===== src/rtl/vga_pattern_anim_pkg.sv =====
// vga_pkg: shared constants and types for the VGA pattern/animation block.
//   - 12-bit {R,G,B} colour constants (4 bits per channel)
//   - pattern mode encodings selected by the board switches
//   - per-axis bounce direction
//   - default 640x480 timing constants
package vga_pkg;

  localparam logic [11:0] BLACK  = 12'h000;
  localparam logic [11:0] RED    = 12'hF00;
  localparam logic [11:0] GREEN  = 12'h0F0;
  localparam logic [11:0] BLUE   = 12'h00F;
  localparam logic [11:0] YELLOW = 12'hFF0;
  localparam logic [11:0] WHITE  = 12'hFFF;

  typedef enum logic [2:0] {
    MODE_SOLID    = 3'b000,
    MODE_STRIPE   = 3'b001,
    MODE_CORNER   = 3'b010,
    MODE_BAR      = 3'b011,
    MODE_VBOUNCE  = 3'b100,
    MODE_BOUNCE2D = 3'b101,
    MODE_CHECK    = 3'b110,
    MODE_OFF      = 3'b111
  } mode_e;

  typedef enum logic {
    FWD = 1'b0,
    REV = 1'b1
  } dir_e;

  localparam int unsigned H_ACTIVE_DEF = 640;
  localparam int unsigned V_ACTIVE_DEF = 480;
  localparam int unsigned H_TOTAL_DEF  = 800;
  localparam int unsigned V_TOTAL_DEF  = 525;

endpackage


===== src/rtl/bounce_axis.sv =====
// bounce_axis: one axis of the bouncing block.
//   clk_25mhz   in   pixel clock
//   reset       in   synchronous active-low reset
//   en          in   one position update this cycle
//   hold_centre in   on an update, force pos to CENTRE and keep direction
//   pos         out  current edge position (11-bit)
//   dir         out  current direction (FWD = increasing)
// Range is 0..MAX; the clamp at either end and the direction flip happen on
// the same update, and every compare precedes the subtraction so there is
// no unsigned wrap-around.
module bounce_axis
  import vga_pkg::*;
#(
  parameter int unsigned MAX    = 608,
  parameter int unsigned STEP   = 2,
  parameter int unsigned INIT   = 0,
  parameter int unsigned CENTRE = 0
) (
  input  logic        clk_25mhz,
  input  logic        reset,
  input  logic        en,
  input  logic        hold_centre,
  output logic [10:0] pos,
  output dir_e        dir
);

  logic [10:0] pos_q, pos_d;
  dir_e        dir_q, dir_d;
  logic [11:0] fwd_sum;

  assign fwd_sum = {1'b0, pos_q} + 12'(STEP);

  always_ff @(posedge clk_25mhz) begin
    if (!reset) begin
      pos_q <= 11'(INIT);
      dir_q <= FWD;
    end else begin
      pos_q <= pos_d;
      dir_q <= dir_d;
    end
  end

  always_comb begin
    pos_d = pos_q;
    dir_d = dir_q;
    if (en) begin
      if (hold_centre) begin
        pos_d = 11'(CENTRE);
      end else begin
        unique case (dir_q)
          FWD: begin
            if (fwd_sum > 12'(MAX)) begin
              pos_d = 11'(MAX);
              dir_d = REV;
            end else begin
              pos_d = fwd_sum[10:0];
            end
          end
          REV: begin
            if (pos_q < 11'(STEP)) begin
              pos_d = '0;
              dir_d = FWD;
            end else begin
              pos_d = pos_q - 11'(STEP);
            end
          end
          default: ;
        endcase
      end
    end
  end

  assign pos = pos_q;
  assign dir = dir_q;

endmodule


===== src/rtl/vga_pattern_anim.sv =====
// vga_pattern_anim: switch-selected VGA test patterns with a bouncing block.
//   clk_25mhz       in   pixel clock
//   reset           in   synchronous active-low reset
//   mode[2:0]       in   pattern select (board switches)
//   pause           in   freezes animation while high
//   hCount/vCount   in   pixel column / line from the VGA controller
//   blank           in   high outside the visible area
//   vgaRed/Green/Blue out registered colour, 1 cycle after hCount/vCount/blank
//   frame_tick      out  1-cycle pulse at the start of vertical blank
//   block_x/block_y out  top-left corner of the moving block
// Block position only changes on the frame tick (vertical blank), so a
// frame is never drawn with a half-moved block.
module vga_pattern_anim
  import vga_pkg::*;
#(
  parameter int unsigned H_ACTIVE    = 640,
  parameter int unsigned V_ACTIVE    = 480,
  parameter int unsigned CW          = 4,
  parameter int unsigned STRIPE_LOG2 = 4,
  parameter int unsigned CORNER_SIZE = 128,
  parameter int unsigned BLOCK_SIZE  = 32,
  parameter int unsigned STEP        = 2,
  parameter int unsigned FRAME_DIV   = 1
) (
  input  logic          clk_25mhz,
  input  logic          reset,
  input  logic [2:0]    mode,
  input  logic          pause,
  input  logic [10:0]   hCount,
  input  logic [10:0]   vCount,
  input  logic          blank,
  output logic [CW-1:0] vgaRed,
  output logic [CW-1:0] vgaGreen,
  output logic [CW-1:0] vgaBlue,
  output logic          frame_tick,
  output logic [10:0]   block_x,
  output logic [10:0]   block_y
);

  localparam int unsigned XMAX   = H_ACTIVE - BLOCK_SIZE;
  localparam int unsigned YMAX   = V_ACTIVE - BLOCK_SIZE;
  localparam int unsigned XCTR   = XMAX / 2;
  localparam int unsigned DIV_W  = (FRAME_DIV > 1) ? $clog2(FRAME_DIV) : 1;

  // Channels are full-scale or zero, so only one on/off flag per channel
  // is carried through the pipeline register.
  localparam logic [2:0] F_BLACK  = {BLACK[11],  BLACK[7],  BLACK[3]};
  localparam logic [2:0] F_RED    = {RED[11],    RED[7],    RED[3]};
  localparam logic [2:0] F_GREEN  = {GREEN[11],  GREEN[7],  GREEN[3]};
  localparam logic [2:0] F_BLUE   = {BLUE[11],   BLUE[7],   BLUE[3]};
  localparam logic [2:0] F_YELLOW = {YELLOW[11], YELLOW[7], YELLOW[3]};
  localparam logic [2:0] F_WHITE  = {WHITE[11],  WHITE[7],  WHITE[3]};

  mode_e            mode_w;
  logic             tick_w, anim_w, qualify_w, upd_w, vbounce_w;
  logic [DIV_W-1:0] div_q, div_d;
  logic             tick_q;
  logic [2:0]       rgb_q, rgb_d;
  logic             in_block_w;
  dir_e             unused_x_dir, unused_y_dir;

  assign mode_w    = mode_e'(mode);
  assign tick_w    = (hCount == 11'd0) && (vCount == 11'(V_ACTIVE));
  assign vbounce_w = (mode_w == MODE_VBOUNCE);
  assign anim_w    = vbounce_w || (mode_w == MODE_BOUNCE2D);
  assign qualify_w = tick_w && anim_w && !pause;
  assign upd_w     = qualify_w && (div_q == DIV_W'(FRAME_DIV - 1));

  always_comb begin
    div_d = div_q;
    if (qualify_w) div_d = upd_w ? '0 : div_q + 1'b1;
  end

  bounce_axis #(
    .MAX    (XMAX),
    .STEP   (STEP),
    .INIT   (XCTR),
    .CENTRE (XCTR)
  ) u_x (
    .clk_25mhz   (clk_25mhz),
    .reset       (reset),
    .en          (upd_w),
    .hold_centre (vbounce_w),
    .pos         (block_x),
    .dir         (unused_x_dir)
  );

  bounce_axis #(
    .MAX    (YMAX),
    .STEP   (STEP),
    .INIT   (0),
    .CENTRE (0)
  ) u_y (
    .clk_25mhz   (clk_25mhz),
    .reset       (reset),
    .en          (upd_w),
    .hold_centre (1'b0),
    .pos         (block_y),
    .dir         (unused_y_dir)
  );

  // 12-bit compares so block_x + BLOCK_SIZE cannot overflow.
  assign in_block_w = ({1'b0, hCount} >= {1'b0, block_x}) &&
                      ({1'b0, hCount} <  {1'b0, block_x} + 12'(BLOCK_SIZE)) &&
                      ({1'b0, vCount} >= {1'b0, block_y}) &&
                      ({1'b0, vCount} <  {1'b0, block_y} + 12'(BLOCK_SIZE));

  always_comb begin
    rgb_d = F_BLACK;
    if (!blank) begin
      unique case (mode_w)
        MODE_SOLID:    rgb_d = F_YELLOW;
        MODE_STRIPE:   rgb_d = hCount[STRIPE_LOG2] ? F_WHITE : F_RED;
        MODE_CORNER:   rgb_d = ((hCount >= 11'(H_ACTIVE - CORNER_SIZE)) &&
                                (vCount <  11'(CORNER_SIZE))) ? F_GREEN : F_BLACK;
        MODE_BAR:      rgb_d = (vCount >= 11'(V_ACTIVE - 32)) ? F_BLUE : F_BLACK;
        MODE_VBOUNCE,
        MODE_BOUNCE2D: rgb_d = in_block_w ? F_WHITE : F_BLACK;
        MODE_CHECK:    rgb_d = (hCount[5] ^ vCount[5]) ? F_WHITE : F_BLACK;
        MODE_OFF:      rgb_d = F_BLACK;
        default:       rgb_d = F_BLACK;
      endcase
    end
  end

  always_ff @(posedge clk_25mhz) begin
    if (!reset) begin
      rgb_q  <= '0;
      tick_q <= 1'b0;
      div_q  <= '0;
    end else begin
      rgb_q  <= rgb_d;
      tick_q <= tick_w;
      div_q  <= div_d;
    end
  end

  assign vgaRed     = {CW{rgb_q[2]}};
  assign vgaGreen   = {CW{rgb_q[1]}};
  assign vgaBlue    = {CW{rgb_q[0]}};
  assign frame_tick = tick_q;

endmodule


===== config.mk =====
export PLATFORM = sky130hd
export DESIGN_NAME = vga_pattern_anim
export DESIGN_NICKNAME = d
export VERILOG_FILES = /design/src/rtl/vga_pattern_anim_pkg.sv /design/src/rtl/bounce_axis.sv /design/src/rtl/vga_pattern_anim.sv
export SDC_FILE = /design/constraint.sdc
export NUM_CORES = 1
export LEC_CHECK = 0
export CAP_MARGIN = 20
export CORE_MARGIN = 5
export CORE_UTILIZATION = 45
export CTS_CLUSTER_SIZE = 8
export DETAILED_ROUTE_END_ITERATION = 6
export PLACE_DENSITY = 0.68
export SYNTH_ARGS = -nofsm -noshare
export SYNTH_HDL_FRONTEND = slang
export SYNTH_HIERARCHICAL = 1
export SYNTH_SLANG_ARGS = --single-unit

===== constraint.sdc =====
create_clock -name clk_25mhz -period 10.7 [get_ports clk_25mhz]
set_input_delay 2.675 -clock clk_25mhz [delete_from_list [all_inputs] [get_ports clk_25mhz]]
set_output_delay 2.675 -clock clk_25mhz [all_outputs]
set_load 0.005 [all_outputs]

Word level (Yosys, flattened, before mapping). Index checks and enable logic that the tools add are counted.

Input port bits: 29. Word-level logic and storage cells: 74. Register bits after elaboration: 29. Output and inout bits: 35.

Bitwise gates (word level): 6. Mux-type cells: 20. Add/subtract/negate cells: 7. Order comparisons: 11. Reduce and logical (&&, ||, !) cells: 15. Eq/ne operators: 8.

Operators with widths (number): 2-to-1 mux 11 bit (5); case mux 11 bit (2 select lines) (2); adder 11 x 2 -> 12 bit, second input constant (2); adder 11 x 6 -> 12 bit, second input constant (2); less-than comparator 11 x 12 -> 1 bit (2); greater-or-equal comparator 11 bit (2); less-than comparator 11 x 2 -> 1 bit, second input constant (2); subtractor 11 x 2 -> 11 bit, second input constant (2); case mux 3 bit (7 select lines) (1); equality test 3 bit, second input constant (4); greater-than comparator 12 x 10 -> 1 bit, second input constant (1); greater-than comparator 12 x 9 -> 1 bit, second input constant (1); equality test 11 x 9 -> 1 bit, second input constant (1); greater-or-equal comparator 11 x 10 -> 1 bit, second input constant (1); greater-or-equal comparator 11 x 9 -> 1 bit, second input constant (1); zero test 11 bit (1); less-than comparator 11 x 8 -> 1 bit, second input constant (1); logical AND 1 bit (8); equality test 3 x 2 -> 1 bit, second input constant (2); 2-to-1 mux 1 bit (6); 2-to-1 mux 3 bit (2); NOT 1 bit (5); 2-to-1 mux 2 bit (2); case mux 1 bit (2 select lines) (2); 8 further kinds (9).

Logic depth before layout (Yosys ltp). Gate-level depths: netlist of the first run.

Word-level depth: 7. Depth in mapped cells: 10. Gate-level depth less buffers: 10.

Cells and area by module. Netlist of the first run, hierarchy kept.

Modules (own cells, without submodules): vga_pattern_anim (area each 1391.3 µm², cells an instance 181, times used 1, seq. area each 100.1 µm²); bounce_axis (u_x) (area each 1043.5 µm², cells an instance 139, times used 1, seq. area each 220.2 µm²); bounce_axis (u_y) (area each 991.0 µm², cells an instance 143, times used 1, seq. area each 220.2 µm²).

Worst setup path before layout of the first run. OpenSTA, ideal clock, no wires.

Kind: in2reg. From: input vCount[3]. To: register u_y.pos_q[4], in the netlist u_y/pos[4]. Arrival: 5.595 ns. Slack: 5.043 ns. Cell stages on the path: 9. Buffers on the path: 0. Required time: 10.638 ns. Setup time: 0.062 ns. Cell sequence: or4_1 > nor2_1 > nor4b_1 > nand2b_1 > a31o_2 > a211oi_2 > nor3b_4 > o211ai_1 > nand3_1.

Word-level cells in the longest chain between the ends: 5.

RTL lines: from (decl) (RTL line vga_pattern_anim.sv:30) `input logic [10:0] vCount,`; equality test 11 x 9 -> 1 bit (RTL line vga_pattern_anim.sv:63) `assign tick_w = (hCount == 11'd0) && (vCount == 11'(V_ACTIVE));`; logical AND 1 bit (RTL line vga_pattern_anim.sv:63); logical AND 1 bit (2 in a row) (RTL line vga_pattern_anim.sv:66) `assign qualify_w = tick_w && anim_w && !pause;`; logical AND 1 bit (RTL line vga_pattern_anim.sv:67) `assign upd_w = qualify_w && (div_q == DIV_W'(FRAME_DIV - 1));`; named net upd_w (RTL line vga_pattern_anim.sv:55) `logic tick_w, anim_w, qualify_w, upd_w, vbounce_w;`; to (signal assigned) (RTL line bounce_axis.sv:35) `pos_q <= 11'(INIT);`; to (signal assigned) (RTL line bounce_axis.sv:38) `pos_q <= pos_d;`; to (decl) (RTL line bounce_axis.sv:27) `logic [10:0] pos_q, pos_d;`.

The timed path passes the listed nets, and every way through them passes these cells. A chain may end at the register's enable or synchronous reset.

Worst setup path in the final report of the first run.
From: input vCount[8]. To: register u_y.pos_q[5], in the netlist u_y/pos[5].

Same word-level chain as after synthesis.

==> summary.json, run 1 <==
{
  "status": "finished clean",
  "async_flop_share_pct": 0,
  "stdcell_count": 601,
  "clkSinkCount": 27,
  "leakagePower_nw": 1.48,
  "worst_r2r_endpoint": "rgb_q[1]",
  "setup_repair_after_global_routing_missed_its_margin": "false",
  "ff2ff_setup_slack_ps": 7830,
  "postCtsSetupBuffers": 0,
  "antenna_cells_inserted": 0,
  "post-layout-total-power_w": 0.000209,
  "utilization_pct": 55.5,
  "cts_buffers": 3,
  "rows": 31,
  "gp_congestion": 0.899,
  "cp.required_ps": 10930,
  "syn-cell-area_um2": 3430,
  "post_layout_worst_setup_margin_ps": 5360,
  "layout-drive-gt1-share_pct": 4.98,
  "detailedPlace.worstSlack_ps": 5050,
  "worst_case_clock_buffer_depth": 2,
  "share_clk_of_total_power_pct": 30.9,
  "switchingPower_w": 0.0000583,
  "endpoint_kind": "flip-flop",
  "synth.avg_cell_area_um2": 7.40,
  "synth_edf_count": 0,
  "slew_at_the_pin_closest_to_its_max_slew_limit_ps": 709,
  "yosys.area_share.adder_pct": 14.6,
  "synth_top_flop_cell": "dfxtp_1",
  "port_buffers": 61,
  "power_switching_share_pct": 27.9,
  "nNetsFinal": 572,
  "timing_worst_setup_path_type": "in -> reg",
  "clock.fmax_mhz": 187,
  "drt-vias-per-instance": 5.98,
  "power_density_nw_per_um2": 51.4,
  "cp-start-kind": "input port",
  "critical_path.max_stage_delay_ps": 540,
  "final_cell_mix": "clkdlybuf4s50_1 (61), inv_1 (40), ha_1 (40)",
  "cpLargestDelayFamily": "simple AND/OR/NAND/NOR gates",
  "comb_power_share_pct": 20.7,
  "r2r_start": "u_y/pos[7]",
  "post_synth_main_area_contributors": "dfxtp_1 (16%), ha_1 (15%), inv_1 (4.4%), a21oi_1 (4.1%), nand2_1 (3.8%)",
  "antenna_found_initial": 0,
  "first_pass_grt_wire_length_mm": 16.3,
  "totalWireLength_mm": 9.79,
  "synthSimpleGateAreaFrac_pct": 30.6,
  "finalWorstPathRequiredPeriod_ps": 5340,
  "cell_count_after_placement": 597,
  "floorplan.initialDensity_pct": 46.7,
  "yosys.area.top_type": "dfxtp_1",
  "setup_viol_count_final": 0,
  "worst_path_most_repeated_cell": "nand3_1",
  "cts_tree": "built",
  "n_fill_cell": 705,
  "finClkSkew_ps": 2.98,
  "cpMaxStageDelayCell": "clkdlybuf4s50_1",
  "layout_commonest_cell": "clkdlybuf4s50_1",
  "ctsResizeCount": 0,
  "design.portCount": 64,
  "grt_pass1_vias": 3426,
  "vias": 3596,
  "min_delay_worst_endpoint": "div_q",
  "synthToLayoutAreaGrowth_pct": 18.7,
  "synth-seq-area-share_pct": 15.8,
  "dominant_combinational_cell_family_by_area_after_synthesis": "simple AND/OR/NAND/NOR gates",
  "crit_buf_inv": 2,
  "yosysTopAreaCellShare_pct": 15.8,
  "ctsRootBufferMaster": "clkbuf_8",
  "path_cells": "clkdlybuf4s50_1 -> nand3_1 -> or4_1 -> nor2_1 -> nor4b_2 -> buf_4 -> nand2b_1 -> a31o_2 -> a211oi_2 -> nor3b_4 -> o211ai_1 -> nand3_1",
  "post_synth_inst_count": 463,
  "grt_remaining_overflow": 0,
  "power.internal_w": 0.000151,
  "worstHoldStart": "div_q",
  "hold_viol": 0,
  "min_delay_path_depth": 2,
  "hpwlAfterDp_mm": 7.62,
  "min_period_over_period_pct": 49.9,
  "ffs_latches_synth": 27,
  "reg2reg_depth": 10,
  "worst-path-max-fanout": 14,
  "total_die_area_um2": 9460,
  "detailedRoute.firstIterationViolations": 152,
  "setup_tns_ps": 0,
  "synthesized_nets": 532,
  "critPathArrivalTime_ps": 5570,
  "core_um2": 7330,
  "avgRoutedWirePerCell_um": 16.3,
  "die_width_um": 97.3,
  "drt-pass1-iter-count": 5,
  "synth_cell_types": 71,
  "cts-htree-levels": 1,
  "peakVddDrop_mv": 0.0481,
  "yosys_warnings": 6,
  "yosys.area_share.xor_xnor_pct": 4.09,
  "cts_hold_buffers": 0,
  "drtAntennaViolNets": 0,
  "largest_net_degree_at_the_start_of_global_routing": 20,
  "maxCapViolCount": 0,
  "groute.usage.overall_pct": 20.2,
  "synth-compound-area-share_pct": 25.3,
  "drv_slew": 0,
  "floorplan.die.height_um": 97.3,
  "clock_insertion_delay_worst_skew_ps": 280,
  "worst_hold_path_type": "reg -> reg",
  "clkSlewWorstSetupHoldPaths_ps": 110,
  "slew_headroom_pct": 52.3,
  "synth_mux_area_share_pct": 0.292,
  "share_seq_of_total_power_pct": 48.4,
  "post-route-drc-count": 0,
  "timing.critical_path.depth": 12
}
power by group through the flow:
stage                     Sequential [W]   Clock, W  Combinational, W
after floorplan                 0.000104          0         0.0000217
after global placement          0.000104          0         0.0000423
after detailed placement        0.000104          0         0.0000427
after CTS                       0.000101  0.0000683         0.0000430
after global routing            0.000101  0.0000709         0.0000476
final                           0.000101  0.0000646         0.0000433
state kept, by name, indices dropped and copies added (netlist names):
name,cells
rgb_q,3
u_x/dir,1
u_y/pos,10
frame_tick,1
u_y/dir,1
div_q,1
u_x/pos,10
worst max path at each step:
| stage | start | to | slack, ps |
|---|---|---|---|
| 2_1_floorplan | vCount[3] | u_y/pos[4] | 5040 |
| 3_3_place_gp | vCount[7] | u_y/pos[5] | 5170 |
| 3_5_place_dp | vCount[8] | u_y/pos[5] | 5050 |
| 4_1_cts | vCount[8] | u_y/pos[5] | 5360 |
| 5_1_grt | vCount[8] | u_y/pos[5] | 5200 |
| 6_report | vCount[8] | u_y/pos[5] | 5360 |
final cells by class:
cell class,instances,area [um2],share of cell area [%]
repair buffers,62,618,15.2
well taps,99,124,3.05
flip-flops and latches,27,541,13.3
clock buffers,3,41.3,1.02
multi-input cells,368,2580,63.5
clock inverters,1,8.76,0.215
inverters,41,154,3.78
Yosys cell counts (10+ instances only):
library cell / number
ha_1: 40
inv_1: 40
nand2_1: 35
nor2_1: 31
a21oi_1: 28
dfxtp_1: 27
nand3_1: 26
o21ai_0: 17
xnor2_1: 13
buf_4: 12
clkbuf_1: 12
nand2b_1: 12
nor3_1: 12
a31oi_1: 10
o21ai_1: 10
worst min-delay path, delay by kind of cell (launching register included):
kind | cells | cell delay (ps)
compound gates | 1 | 30
flops | 1 | 330
simple gates | 1 | 50
through the flow:
| stage | area [um2] | hold slack [ps] |
|---|---|---|
| global route | 4070 | 490 |
| CTS | 4070 | 457 |
| floorplan | 3430 | 412 |
| global placement | 4020 | 434 |
| detailed placement | 4020 | 440 |
| finish | 4070 | 450 |
per-layer routing:
layer  up-vias  wire length [um]  GRT usage [%]
li1       1779                 -              -
met1      1688              4290           25.2
met2       119              4910           36.7
met3        10               482           2.94
met4         0               101           4.37
met5         -                 0              0
kinds of logic after synthesis:
kind of cell / after synthesis
AO/OA/AOI/OAI: 125
XOR/XNOR: 16
adder cells (fa/ha/maj): 40
buffers and inverters: 68
flip-flops: 27
multiplexers: 1
other: 3
AND/OR/NAND/NOR: 183
No activity file was read; power rests on OpenSTA's default activity.
==> inputs of run 2 (changes only) <==
Settings changed: PLACE_DENSITY 0.68 to 0.71.
Clock period 10.7 ns to 4.41 ns, I/O delays scaled along.
==> summary.json, run 2 (synthesized netlist as in run 1, its figures left out) <==
{
  "status": {"value": "finished clean", "change": "unchanged"},
  "ctsRootBufferMaster": {"value": "clkbuf_8", "change": "unchanged"},
  "slew_at_the_pin_closest_to_its_max_slew_limit": {"value": 578, "unit": "ps", "change": "was 709 ps"},
  "clock.fmax_mhz": 268,
  "ctsResizeCount": {"value": 0, "change": "unchanged"},
  "antenna_cells_inserted": {"value": 0, "change": "unchanged"},
  "ff2ff_setup_slack": {"value": 1620, "unit": "ps", "change": "was 7830 ps"},
  "slew_headroom": {"value": 60.5, "unit": "%", "change": "was 52.3%"},
  "setup_viol_count_final": {"value": 0, "change": "unchanged"},
  "grt_remaining_overflow": {"value": 0, "change": "unchanged"},
  "finalWorstPathRequiredPeriod_ps": 3740,
  "worst_path_most_repeated_cell": {"value": "nand3_1", "change": "unchanged"},
  "cts_tree": {"value": "built", "change": "unchanged"},
  "drt-pass1-iter-count": {"value": 4, "change": "was 5"},
  "floorplan.die.height": {"value": 97.3, "unit": "um", "change": "unchanged"},
  "total_die_area": {"value": 9460, "unit": "um2", "change": "unchanged"},
  "hold_viol": {"value": 0, "change": "unchanged"},
  "rows": {"value": 31, "change": "unchanged"},
  "cts-htree-levels": {"value": 1, "change": "unchanged"},
  "drtAntennaViolNets": {"value": 0, "change": "unchanged"},
  "drv_slew": {"value": 0, "change": "unchanged"},
  "setup_tns": {"value": 0, "unit": "ps", "change": "unchanged"},
  "antenna_found_initial": {"value": 0, "change": "unchanged"},
  "clock_insertion_delay_worst_skew": {"value": 280, "unit": "ps", "change": "about the same"},
  "setup_repair_after_global_routing_missed_its_margin": {"value": "false", "change": "unchanged"},
  "path_cells": {"value": "clkdlybuf4s50_1 -> nand3_1 -> or4_1 -> nor2_1 -> nor4b_2 -> nand2b_1 -> a31o_2 -> a211oi_2 -> nor3b_4 -> o211ai_1 -> nand3_1", "change": "was clkdlybuf4s50_1 -> nand3_1 -> or4_1 -> nor2_1 -> nor4b_2 -> buf_4 -> nand2b_1 -> a31o_2 -> a211oi_2 -> nor3b_4 -> o211ai_1 -> nand3_1"},
  "worst_hold_path_type": {"value": "reg -> reg", "change": "unchanged"},
  "critPathArrivalTime": {"value": 3960, "unit": "ps", "change": "was 5570 ps"},
  "layout_commonest_cell": {"value": "clkdlybuf4s50_1", "change": "unchanged"},
  "floorplan.initialDensity": {"value": 46.7, "unit": "%", "change": "unchanged"},
  "post-route-drc-count": {"value": 0, "change": "unchanged"},
  "port_buffers": {"value": 61, "change": "unchanged"},
  "drt-vias-per-instance": {"value": 5.89, "change": "was 5.98"},
  "avgRoutedWirePerCell": {"value": 15.9, "unit": "um", "change": "was 16.3 um"},
  "largest_net_degree_at_the_start_of_global_routing": {"value": 20, "change": "unchanged"},
  "synthToLayoutAreaGrowth": {"value": 19.1, "unit": "%", "change": "was 18.7%"},
  "hpwlAfterDp": {"value": 7.46, "unit": "mm", "change": "was 7.62 mm"},
  "clkSinkCount": {"value": 27, "change": "unchanged"},
  "vias": {"value": 3554, "change": "was 3,596"},
  "detailedRoute.firstIterationViolations": {"value": 176, "change": "was 152"},
  "groute.usage.overall": {"value": 19.8, "unit": "%", "change": "was 20.2%"},
  "timing_worst_setup_path_type": {"value": "in -> reg", "change": "unchanged"},
  "min_delay_path_depth": {"value": 2, "change": "unchanged"},
  "worst_case_clock_buffer_depth": {"value": 2, "change": "unchanged"},
  "cpMaxStageDelayCell": {"value": "clkdlybuf4s50_1", "change": "unchanged"},
  "first_pass_grt_wire_length": {"value": 16.2, "unit": "mm", "change": "was 16.3 mm"},
  "design.portCount": {"value": 64, "change": "unchanged"},
  "critical_path.max_stage_delay": {"value": 550, "unit": "ps", "change": "was 540 ps"},
  "clkSlewWorstSetupHoldPaths": {"value": 110, "unit": "ps", "change": "about the same"},
  "maxCapViolCount": {"value": 0, "change": "unchanged"},
  "finClkSkew": {"value": 14.0, "unit": "ps", "change": "was 2.98 ps"},
  "cp-start-kind": {"value": "input port", "change": "unchanged"},
  "reg2reg_depth": {"value": 7, "change": "was 10"},
  "postCtsSetupBuffers": {"value": 0, "change": "unchanged"},
  "cts_buffers": {"value": 3, "change": "unchanged"},
  "min_period_over_period_pct": 84.8,
  "cp.required": {"value": 4630, "unit": "ps", "change": "was 10,930 ps"},
  "n_fill_cell": {"value": 681, "change": "was 705"},
  "power_density": {"value": 124, "unit": "nW/um2", "change": "was 51.4 nW/um2"},
  "peakVddDrop": {"value": 0.117, "unit": "mV", "change": "was 0.0481 mV"},
  "leakagePower": {"value": 1.49, "unit": "nW", "change": "was 1.48 nW"},
  "die_width": {"value": 97.3, "unit": "um", "change": "unchanged"},
  "core": {"value": 7330, "unit": "um2", "change": "unchanged"},
  "utilization": {"value": 55.7, "unit": "%", "change": "was 55.5%"},
  "grt_pass1_vias": {"value": 3376, "change": "was 3,426"},
  "totalWireLength": {"value": 9.57, "unit": "mm", "change": "was 9.79 mm"},
  "worst-path-max-fanout": {"value": 7, "change": "was 14"},
  "cts_hold_buffers": {"value": 0, "change": "unchanged"},
  "nNetsFinal": {"value": 574, "change": "was 572"},
  "gp_congestion": {"value": 0.905, "change": "was 0.899"},
  "endpoint_kind": {"value": "flip-flop", "change": "unchanged"},
  "final_cell_mix": {"value": "clkdlybuf4s50_1 (61), inv_1 (40), ha_1 (40)", "change": "unchanged"},
  "layout-drive-gt1-share": {"value": 5.36, "unit": "%", "change": "was 4.98%"}
}
==> run 2: where the power goes <==
part	total (W)	internal, W	switching [W]
combinational	0.000106	0.0000556	0.0000499
clock	0.000153	0.0000643	0.0000891
sequential	0.000246	0.000245	0.000000967
==> run 2: critical path, delay by kind of cell <==
kind	cells	cell delay (ps)
compound gates	3	670
simple gates	7	1630
buf+inv	1	550
==> run 2: layout make-up <==
cell class                      count  area, um2  share of cell area, %
Inverter                           41        154                   3.77
Clock buffer                        3       41.3                   1.01
Tap cell                           99        124                   3.03
Timing Repair Buffer               64        633                   15.5
Sequential cell                    27        541                   13.2
Multi-Input combinational cell    368       2580                   63.2
Clock inverter                      1       7.51                  0.184
==> run 2: worst paths after layout <==
| check | to | start |
|---|---|---|
| setup / recovery | u_y/pos[5] | vCount[8] |
| hold / removal | div_q | div_q |
| setup reg to reg | u_y/pos[5] | u_y/pos[1] |
| hold reg to reg | div_q | div_q |
==> run 2: metal layers <==
metal	GRT usage, %	share of wire [%]	wire, um
met2	34.8	48	4600
met4	3.94	1.2	112
met1	25.8	46	4360
met3	2.80	5.2	495
met5	0	0	0
==> run 2: stage by stage <==
| stage | area (um2) | std cells | worst slack, ps | hold slack [ps] | total power [W] |
|---|---|---|---|---|---|
| after CTS | 4080 | 603 | 721 | 460 | 0.000511 |
| after global routing | 4080 | 603 | 496 | 496 | 0.000531 |
| final | 4080 | 603 | 672 | 461 | 0.000505 |
| after global placement | 4030 | 599 | 564 | 434 | 0.000355 |
| after floorplan | 3430 | 463 | 325 | 412 | 0.000304 |
| after detailed placement | 4030 | 599 | 424 | 441 | 0.000356 |
